==> src/rtl/sd_spi_responder.sv <==
// sd_spi_responder: SPI-mode SD card responder for CMD0/8/55/41/17.
// Ports: clk/rst system; sd_ck/sd_csn/sd_mosi/sd_miso SPI pins;
//   cmd_valid/cmd_idx/cmd_arg last command; init_done card ready;
//   blk_addr/byte_idx/byte_data block fetch; rd_busy read in flight.

module sd_spi_responder #(
   parameter int NAC_BYTES = 2
) (
   input  logic        clk,
   input  logic        rst,
   input  logic        sd_ck,
   input  logic        sd_csn,
   input  logic        sd_mosi,
   output logic        sd_miso,
   output logic        cmd_valid,
   output logic [5:0]  cmd_idx,
   output logic [31:0] cmd_arg,
   output logic        init_done,
   output logic [31:0] blk_addr,
   output logic [8:0]  byte_idx,
   input  logic [7:0]  byte_data,
   output logic        rd_busy
);

   typedef enum logic [2:0] {
      IDLE, RX_CMD, NCR, TX_RESP, NAC, TX_TOKEN, TX_DATA, TX_CRC
   } state_t;

   localparam logic [8:0] NAC_LAST = 9'(NAC_BYTES - 1);

   logic [1:0] ck_s;
   logic [1:0] csn_s;
   logic [1:0] mosi_s;
   logic       ck_d;
   logic       ck_rise;
   logic       ck_fall;
   logic       csn;
   logic       mosi;

   always_ff @(posedge clk or posedge rst) begin
      if (rst) begin
         ck_s   <= 2'b00;
         csn_s  <= 2'b11;
         mosi_s <= 2'b11;
         ck_d   <= 1'b0;
      end else begin
         ck_s   <= {ck_s[0], sd_ck};
         csn_s  <= {csn_s[0], sd_csn};
         mosi_s <= {mosi_s[0], sd_mosi};
         ck_d   <= ck_s[1];
      end
   end

   assign ck_rise = ck_s[1] & ~ck_d;
   assign ck_fall = ~ck_s[1] & ck_d;
   assign csn     = csn_s[1];
   assign mosi    = mosi_s[1];

   state_t      state;
   logic [6:0]  win;
   logic [37:0] sr;
   logic [5:0]  rx_cnt;
   logic [2:0]  bit_cnt;
   logic [8:0]  byte_cnt;
   logic [7:0]  tx_byte;
   logic [7:0]  nxt_byte;
   logic [7:0]  r1;
   logic        long_resp;
   logic        in_idle;
   logic        app_flag;
   logic [2:0]  fetch_p;

   assign init_done = ~in_idle;

   always_ff @(posedge clk or posedge rst) begin
      if (rst) begin
         state     <= IDLE;
         win       <= 7'h7F;
         sr        <= '0;
         rx_cnt    <= '0;
         bit_cnt   <= '0;
         byte_cnt  <= '0;
         tx_byte   <= 8'hFF;
         nxt_byte  <= '0;
         r1        <= '0;
         long_resp <= 1'b0;
         in_idle   <= 1'b1;
         app_flag  <= 1'b0;
         fetch_p   <= '0;
         sd_miso   <= 1'b1;
         cmd_valid <= 1'b0;
         cmd_idx   <= '0;
         cmd_arg   <= '0;
         blk_addr  <= '0;
         byte_idx  <= '0;
         rd_busy   <= 1'b0;
      end else begin
         cmd_valid <= 1'b0;
         // byte_data settles 2 clk after byte_idx moves; take it on the 3rd
         fetch_p <= {fetch_p[1:0], 1'b0};
         if (fetch_p[2]) nxt_byte <= byte_data;

         if (csn) begin
            state   <= IDLE;
            sd_miso <= 1'b1;
            rd_busy <= 1'b0;
            win     <= 7'h7F;
            bit_cnt <= '0;
         end else if (ck_rise) begin
            case (state)
               IDLE: begin
                  // window plus this bit starts with 01: frame start
                  if (win[6:5] == 2'b01) begin
                     state  <= RX_CMD;
                     sr     <= {32'h0, win[4:0], mosi};
                     rx_cnt <= 6'd8;
                     win    <= 7'h7F;
                  end else begin
                     win <= {win[5:0], mosi};
                  end
               end
               RX_CMD: begin
                  rx_cnt <= rx_cnt + 6'd1;
                  // only index and argument are kept; CRC byte drops
                  if (rx_cnt < 6'd40) sr <= {sr[36:0], mosi};
                  if (rx_cnt == 6'd47) begin
                     cmd_valid <= 1'b1;
                     cmd_idx   <= sr[37:32];
                     cmd_arg   <= sr[31:0];
                     state     <= NCR;
                     tx_byte   <= 8'hFF;
                     bit_cnt   <= '0;
                     long_resp <= 1'b0;
                     app_flag  <= 1'b0;
                     unique case (1'b1)
                        (sr[37:32] == 6'd0): begin
                           in_idle <= 1'b1;
                           r1      <= 8'h01;
                        end
                        (sr[37:32] == 6'd8): begin
                           r1        <= {7'h0, in_idle};
                           long_resp <= 1'b1;
                        end
                        (sr[37:32] == 6'd55): begin
                           app_flag <= 1'b1;
                           r1       <= {7'h0, in_idle};
                        end
                        (sr[37:32] == 6'd41 && app_flag): begin
                           in_idle <= 1'b0;
                           r1      <= 8'h00;
                        end
                        (sr[37:32] == 6'd17 && !in_idle): begin
                           rd_busy  <= 1'b1;
                           blk_addr <= sr[31:0];
                           byte_idx <= '0;
                           fetch_p  <= {fetch_p[1:0], 1'b1};
                           r1       <= 8'h00;
                        end
                        default: r1 <= {5'h0, 1'b1, 1'b0, in_idle};
                     endcase
                  end
               end
               default: ;
            endcase
         end else if (ck_fall) begin
            if (state == IDLE || state == RX_CMD) begin
               sd_miso <= 1'b1;
            end else begin
               sd_miso <= tx_byte[3'd7 - bit_cnt];
               bit_cnt <= bit_cnt + 3'd1;
               // start fetching the following byte as this one begins
               if (state == TX_DATA && bit_cnt == 3'd0 &&
                   byte_cnt != 9'd511) begin
                  byte_idx <= byte_cnt + 9'd1;
                  fetch_p  <= {fetch_p[1:0], 1'b1};
               end
               if (bit_cnt == 3'd7) begin
                  case (state)
                     NCR: begin
                        state    <= TX_RESP;
                        tx_byte  <= r1;
                        byte_cnt <= '0;
                     end
                     TX_RESP: begin
                        if (long_resp && byte_cnt != 9'd4) begin
                           byte_cnt <= byte_cnt + 9'd1;
                           case (byte_cnt)
                              9'd2:    tx_byte <= 8'h01;
                              9'd3:    tx_byte <= cmd_arg[7:0];
                              default: tx_byte <= 8'h00;
                           endcase
                        end else if (rd_busy) begin
                           byte_cnt <= '0;
                           if (NAC_BYTES > 0) begin
                              state   <= NAC;
                              tx_byte <= 8'hFF;
                           end else begin
                              state   <= TX_TOKEN;
                              tx_byte <= 8'hFE;
                           end
                        end else begin
                           state <= IDLE;
                        end
                     end
                     NAC: begin
                        if (byte_cnt == NAC_LAST) begin
                           state   <= TX_TOKEN;
                           tx_byte <= 8'hFE;
                        end else begin
                           byte_cnt <= byte_cnt + 9'd1;
                        end
                     end
                     TX_TOKEN: begin
                        state    <= TX_DATA;
                        tx_byte  <= nxt_byte;
                        byte_cnt <= '0;
                     end
                     TX_DATA: begin
                        if (byte_cnt == 9'd511) begin
                           state    <= TX_CRC;
                           tx_byte  <= 8'h00;
                           byte_cnt <= '0;
                        end else begin
                           tx_byte  <= nxt_byte;
                           byte_cnt <= byte_cnt + 9'd1;
                        end
                     end
                     TX_CRC: begin
                        if (byte_cnt == 9'd1) begin
                           state   <= IDLE;
                           rd_busy <= 1'b0;
                        end else begin
                           byte_cnt <= byte_cnt + 9'd1;
                        end
                     end
                     default: ;
                  endcase
               end
            end
         end
      end
   end

endmodule

==> config.mk <==
export PLATFORM = sky130hd
export DESIGN_NAME = sd_spi_responder
export DESIGN_NICKNAME = d
export VERILOG_FILES = /design/src/rtl/sd_spi_responder.sv
export SDC_FILE = /design/constraint.sdc
export NUM_CORES = 1
export LEC_CHECK = 0
export ABC_AREA = 0
export CORE_ASPECT_RATIO = 1.5
export CORE_MARGIN = 10
export CORE_UTILIZATION = 56
export DETAILED_ROUTE_END_ITERATION = 10
export PLACE_DENSITY = 0.8
export SLEW_MARGIN = 10
export SYNTH_ARGS = -nofsm -noshare
export SYNTH_HDL_FRONTEND = slang
export SYNTH_SLANG_ARGS = --single-unit
==> constraint.sdc <==
create_clock -name clk -period 7.5 [get_ports clk]
set_input_delay 2.25 -clock clk [delete_from_list [all_inputs] [get_ports clk]]
set_output_delay 2.25 -clock clk [all_outputs]
set_load 0.01 [all_outputs]
==> results of run 1 <==
## power by group through the flow
stage	combinational [mW]	clock [mW]	sequential, mW
3_3_place_gp	0.0877	0	1.03
3_5_place_dp	0.0902	0	1.03
6_report	0.0902	0.865	1.02
2_1_floorplan	0.0761	0	1.02
5_1_grt	0.101	0.922	1.02
4_1_cts	0.0905	0.879	1.02
## layout by cell type, fill, tap and decap left out, types with 5 or more instances in the layout
cell type and n:
clkbuf_16 17, a21oi_1 18, dfrtp_1 158, o31ai_1 6
a221o_1 6, o21a_1 7, ha_1 11, mux2i_1 7
nand3_1 7, dfstp_2 21, nor3_1 15, a22o_1 7
o21ai_0 53, nand4_1 8, nand2b_1 5, inv_1 15
o2bb2ai_1 5, inv_6 6, mux2_2 12, and3_1 9
clkdlybuf4s50_1 95, buf_4 5, nand2_1 207, mux2_1 30
nor2_1 28
## area by class of cell
type                            instances  area (um2)
Inverter                               16        65.1
Tap cell                              165         206
Sequential cell                       179        4510
Fill cell                            1052        4480
Multi-Input combinational cell        518        3100
Timing Repair Buffer                  100         988
Clock buffer                           19         443
Clock inverter                         13         136
## flip-flops by register name (all words and copies together) (netlist names), 3 cells and up
| signal | cells |
|---|---|
| sr | 38 |
| blk_addr | 32 |
| cmd_arg | 32 |
| byte_cnt | 9 |
| byte_idx | 9 |
| nxt_byte | 8 |
| tx_byte | 8 |
| win | 7 |
| cmd_idx | 6 |
| rx_cnt | 6 |
| bit_cnt | 3 |
| fetch_p | 3 |
| state | 3 |
## how the worst max path moves through the flow
stage	startpoint	to	slack, ns	cells after the start
finish	state[0]$_DFFE_PP0P_	blk_addr[29]$_DFFE_PP0P_	3.66	6
global route	state[0]$_DFFE_PP0P_	blk_addr[29]$_DFFE_PP0P_	3.43	6
CTS	state[0]$_DFFE_PP0P_	blk_addr[30]$_DFFE_PP0P_	3.69	6
detailed placement	rst	blk_addr[27]$_DFFE_PP0P_	3.44	3
global placement	rst	blk_addr[27]$_DFFE_PP0P_	3.49	3
floorplan	rst	app_flag$_DFFE_PP0P_	0.43	1
## through the flow
stage               instances  cell area (um2)  setup slack (ns)
floorplan                 757             7880             0.426
global placement          978             8860              3.49
detailed placement        978             8860              3.44
CTS                      1010             9440              3.69
global route             1010             9440              3.43
finish                   1010             9440              3.66
## logic make-up after synthesis
kind of cell	after synthesis	share of synthesized area [%]
AOI/OAI and AO/OA	137	11.4
buffers and inverters	60	3.64
and+or+nand+nor	311	17.7
xor gates and xnor gates	7	0.778
muxes	52	7.65
DFF	179	57.2
adders and majority gates	11	1.75
## per-layer routing
layer	up-vias	share of wire (%)
met2	152	53
met5	-	0
met4	0	1.9
met3	31	5.3
li1	2754	-
met1	2967	39
==> flow_summary.yaml, run 1 <==
synth:
  synth_top_area_share_pct: 50.2
  synth_seq_cells: 179
  ys_top_cells_by_area: "dfrtp_1 50%, nand2_1 9.9%, dfstp_2 7.0%"
  async_reset_ff_share_pct: 100
  yosys-top-cells-count: "207 x nand2_1, 158 x dfrtp_1, 53 x o21ai_0, 30 x mux2_1, 28 x nor2_1"
  synth_edf_count: 0
  ys_warn_count: 0
  yosysSeqAreaShare_pct: 57.2
  syn_area_per_cell_um2: 10.4
  netlist_area_um2: 7880
  syn_inst: 757
  yosysMostFrequentCell: "nand2_1"
  synthesis.nets: 781
  ys.flop_type: "dfrtp_1"
  ys_types: 70
  synth_top_area_cell: "dfrtp_1"
global_route:
  grt_max_degree: 69
  grt_pass1_wl_um: 31500
  use_met1_pct: 23.7
  met2_usage_pct: 36.0
  grt_usage_pct: 20.5
  met3_usage_pct: 5.24
  grt_pass1_vias: 6150
  top_usage_layer: "met2"
  grt_overflow: 0
  grt_antenna_before_repair: 0
flow_run:
  cap_violations: 0
critical_path:
  path_buf_inv: 1
  reg2reg_from: "state[0]$_DFFE_PP0P_"
  crit_family: "simple AND/OR/NAND/NOR gates"
  critPathKind: "reg2reg"
  arrival_ns: 4.16
  cp.required_ns: 7.82
  reg2reg_slack_ns: 3.66
  critPathSlowestCell: "nor2_4"
  start_kind: "flop"
  crit_fanout: 51
  r2r_end: "blk_addr[29]$_DFFE_PP0P_"
  reg2reg_depth: 6
  cpPeakStageDelay_ns: 0.93
  path_cells: "nor3b_4, buf_4, nand3_1, or2_2, nor2_4, mux2_2"
  critPathCaptureType: "flop"
timing:
  fin_hold_ws_ns: 0.347
  slew_viol_final: 0
  hold_viol_final: 0
  finalSetupViolCount: 0
  rsz0062_at_grt: "false"
  fmax_ghz: 0.260
  post-route-period-util_pct: 51.2
  relSlewSlack_pct: 29.6
  worstMarginPinSlew_ns: 1.06
  tns_ns: 0
  min_period_ns: 3.84
  finClkSkew_ns: 0.00935
clock_network:
  clock_latency_ns: 0.43
  clock-sinks: 179
  cts_resized: 0
  path_clk_slew_ns: 0.07
  cts_tree: "built"
  cts_setup_buffers: 0
  clockBufferDepth: 2
  numCtsBuffers: 17
  postCtsHoldBufs: 0
  htree_levels: 4
  cts-root-buf: "clkbuf_16"
worst_hold_path:
  worstHoldEndpoint: "fetch_p[1]$_DFF_PP0_"
  worst_hold_startpoint: "fetch_p[0]$_DFF_PP0_"
  min_path_type: "reg2reg"
  holdPathStages: 0
power:
  power.leakage_nw: 4.39
  seq_power_share_pct: 51.6
  p_switching_mw: 0.493
  ir_drop_v: 0.000166
  p_int_mw: 1.48
  power_frac_clock_pct: 43.9
  pwr-share-comb_pct: 4.6
  sw_frac_of_total_pct: 25.0
  p_per_area_nw_per_um2: 209
  finalPower_mw: 1.97
status:
  run_status: "finished clean"
route:
  viasPerCell: 5.85
  drc: 0
  dr.pass1.iters: 5
  ant_nets: 0
  wl_um: 18900
  drtIter0Drc: 443
  wl_per_cell_um: 18.8
  vias: 5904
die:
  core_um2: 13900
  start_util_pct: 56.6
  die_height_um: 165
  die_area_um2: 19300
  ioPinCount: 96
  die_w_um: 117
  num_rows: 53
placement:
  io_buffers: 95
  routabilityCongestion: 0.900
  hpwl_um: 13000
finish:
  post-route-util_pct: 67.8
  diodes: 0
  fin_nets: 856
  area_growth_pct: 19.8
  final_layout_size_suffix_gt1_share_pct: 10.2
Note: power is estimated with default switching activity, not from simulation.
==> run 2, diff against run 1 <==
--- a/config.mk
+++ b/config.mk
@@ -8,9 +8,9 @@
 export ABC_AREA = 0
 export CORE_ASPECT_RATIO = 1.5
 export CORE_MARGIN = 10
-export CORE_UTILIZATION = 56
+export CORE_UTILIZATION = 50
 export DETAILED_ROUTE_END_ITERATION = 10
-export PLACE_DENSITY = 0.8
+export PLACE_DENSITY = 0.76
 export SLEW_MARGIN = 10
 export SYNTH_ARGS = -nofsm -noshare
 export SYNTH_HDL_FRONTEND = slang
==> constraint.sdc (replaced) <==
create_clock -name clk -period 3.22 [get_ports clk]
set_input_delay 0.966 -clock clk [delete_from_list [all_inputs] [get_ports clk]]
set_output_delay 0.966 -clock clk [all_outputs]
set_load 0.01 [all_outputs]
==> flow_summary.yaml, run 2 (synthesized netlist as in run 1, its figures left out) <==
status:
  run_status: "finished clean"
placement:
  routabilityCongestion: 0.905
  placed_area_um2: 9090
  dp_slack_ns: 0.313
  hpwl_um: 13100
  io_buffers: 95
critical_path:
  critPathKind: "reg2reg"
  path_buf_inv: 0
  arrival_ns: 3.18
  cpPeakStageDelay_ns: 0.44
  crit_fanout: 9
  cp_common_cell: "and3_1"
  crit_family: "simple AND/OR/NAND/NOR gates"
  cp.required_ns: 3.53
  critPathCaptureType: "flop"
  critPathSlowestCell: "dfrtp_1"
  path_cells: "ha_1, and3_1, and3_1, and3_1, ha_1, nor4bb_2, nand3b_1, mux2i_1, nand2_1, a22o_1"
  start_kind: "flop"
route:
  wl_um: 18900
  dr.pass1.iters: 5
  drtIter0Drc: 491
  vias: 5855
  ant_nets: 0
  wl_per_cell_um: 17.8
  drc: 0
  viasPerCell: 5.50
clock_network:
  clockBufferDepth: 2
  cts-root-buf: "clkbuf_16"
  htree_levels: 4
  cts_tree: "built"
  clock-sinks: 179
  cts_setup_buffers: 0
  cts_resized: 0
  numCtsBuffers: 17
  path_clk_slew_ns: 0.07
  clock_latency_ns: 0.43
  postCtsHoldBufs: 0
finish:
  reg_top3: "sr x38, blk_addr x32, cmd_arg x32"
  fin_nets: 872
  seq_area_um2: 4510
  multiInputGateArea_um2: 3100
  area_growth_pct: 22.4
  final_common_cell: "nand2_1"
  final_area_um2: 9640
  diodes: 0
  largest_reg_flops: 38
  post-route-util_pct: 62.0
  layout_common_cells: "207 x nand2_1, 158 x dfrtp_1, 95 x clkdlybuf4s50_1"
  regMostFlops: "sr"
  fillers: 1281
  final_layout_size_suffix_gt1_share_pct: 12.0
power:
  pwr-share-comb_pct: 5.1
  ir_drop_v: 0.000405
  p_int_mw: 3.42
  finalPower_mw: 4.54
  power.leakage_nw: 4.48
  p_switching_mw: 1.12
  seq_power_share_pct: 52.1
  p_per_area_nw_per_um2: 471
  sw_frac_of_total_pct: 24.7
  power_frac_clock_pct: 42.8
timing:
  finClkSkew_ns: 0.0124
  post-route-period-util_pct: 89.2
  rsz0062_at_grt: "false"
  slew_viol_final: 0
  finalSetupViolCount: 0
  relSlewSlack_pct: 54.8
  hold_viol_final: 0
  layout_setup_ws_ns: 0.348
  fmax_ghz: 0.348
  min_period_ns: 2.87
  fin_hold_ws_ns: 0.351
  worstMarginPinSlew_ns: 0.676
global_route:
  grt_pass1_vias: 6103
  grt_max_degree: 51
  grt_pass1_wl_um: 31900
  grt_overflow: 0
  grt_antenna_before_repair: 0
  grt_usage_pct: 18.6
die:
  start_util_pct: 50.7
  core_um2: 15600
  ioPinCount: 96
  die_area_um2: 21300
  die_w_um: 123
  die_height_um: 174
  num_rows: 56
worst_hold_path:
  min_path_type: "reg2reg"
flow_run:
  cap_violations: 0
run 2: final timing paths:
path | to | from | cells past startpoint | slack (ns)
setup / recovery | byte_idx[0]$_DFFE_PP0P_ | byte_cnt[0]$_DFFE_PP0P_ | 10 | 0.35
hold / removal | fetch_p[1]$_DFF_PP0_ | fetch_p[0]$_DFF_PP0_ | 0 | 0.35
setup reg to reg | byte_idx[0]$_DFFE_PP0P_ | byte_cnt[0]$_DFFE_PP0P_ | 10 | 0.35
hold reg to reg | fetch_p[1]$_DFF_PP0_ | fetch_p[0]$_DFF_PP0_ | 0 | 0.35
max in group asynchronous | tx_byte[7]$_DFFE_PP1P_ | rst | 3 | 1.51
min in group asynchronous | blk_addr[1]$_DFFE_PP0P_ | rst | 2 | 1.01
run 2: power groups by stage:
| stage | Clock (mW) | Combinational, mW | Sequential [mW] |
|---|---|---|---|
| finish | 1.95 | 0.231 | 2.37 |
| global route | 2.08 | 0.256 | 2.37 |
| CTS | 1.98 | 0.234 | 2.36 |
| detailed placement | 0 | 0.230 | 2.40 |
| global placement | 0 | 0.227 | 2.41 |
| floorplan | 0 | 0.178 | 2.37 |
run 2: layout make-up:
class	instances	share of cell area, %
multi-input combinational	518	32.2
inverter	16	0.662
timing repair buffer	116	12.1
tap	203	2.63
clock inverter	14	1.21
sequential	179	46.7
clock buffer	18	4.45
run 2: per-layer routing:
metal	global-route usage [%]	vias up	wire length (um)
met2	32.2	149	10200
met5	0	-	0
met4	5.96	0	354
met3	5.51	23	1110
met1	21.3	2898	7250
li1	-	2785	-
run 2: metrics by stage:
step / std cells / TNS, ns
2_1_floorplan: 757 / -3.71
3_3_place_gp: 1032 / 0
6_report: 1064 / 0
3_5_place_dp: 1032 / 0
4_1_cts: 1064 / 0
5_1_grt: 1064 / 0
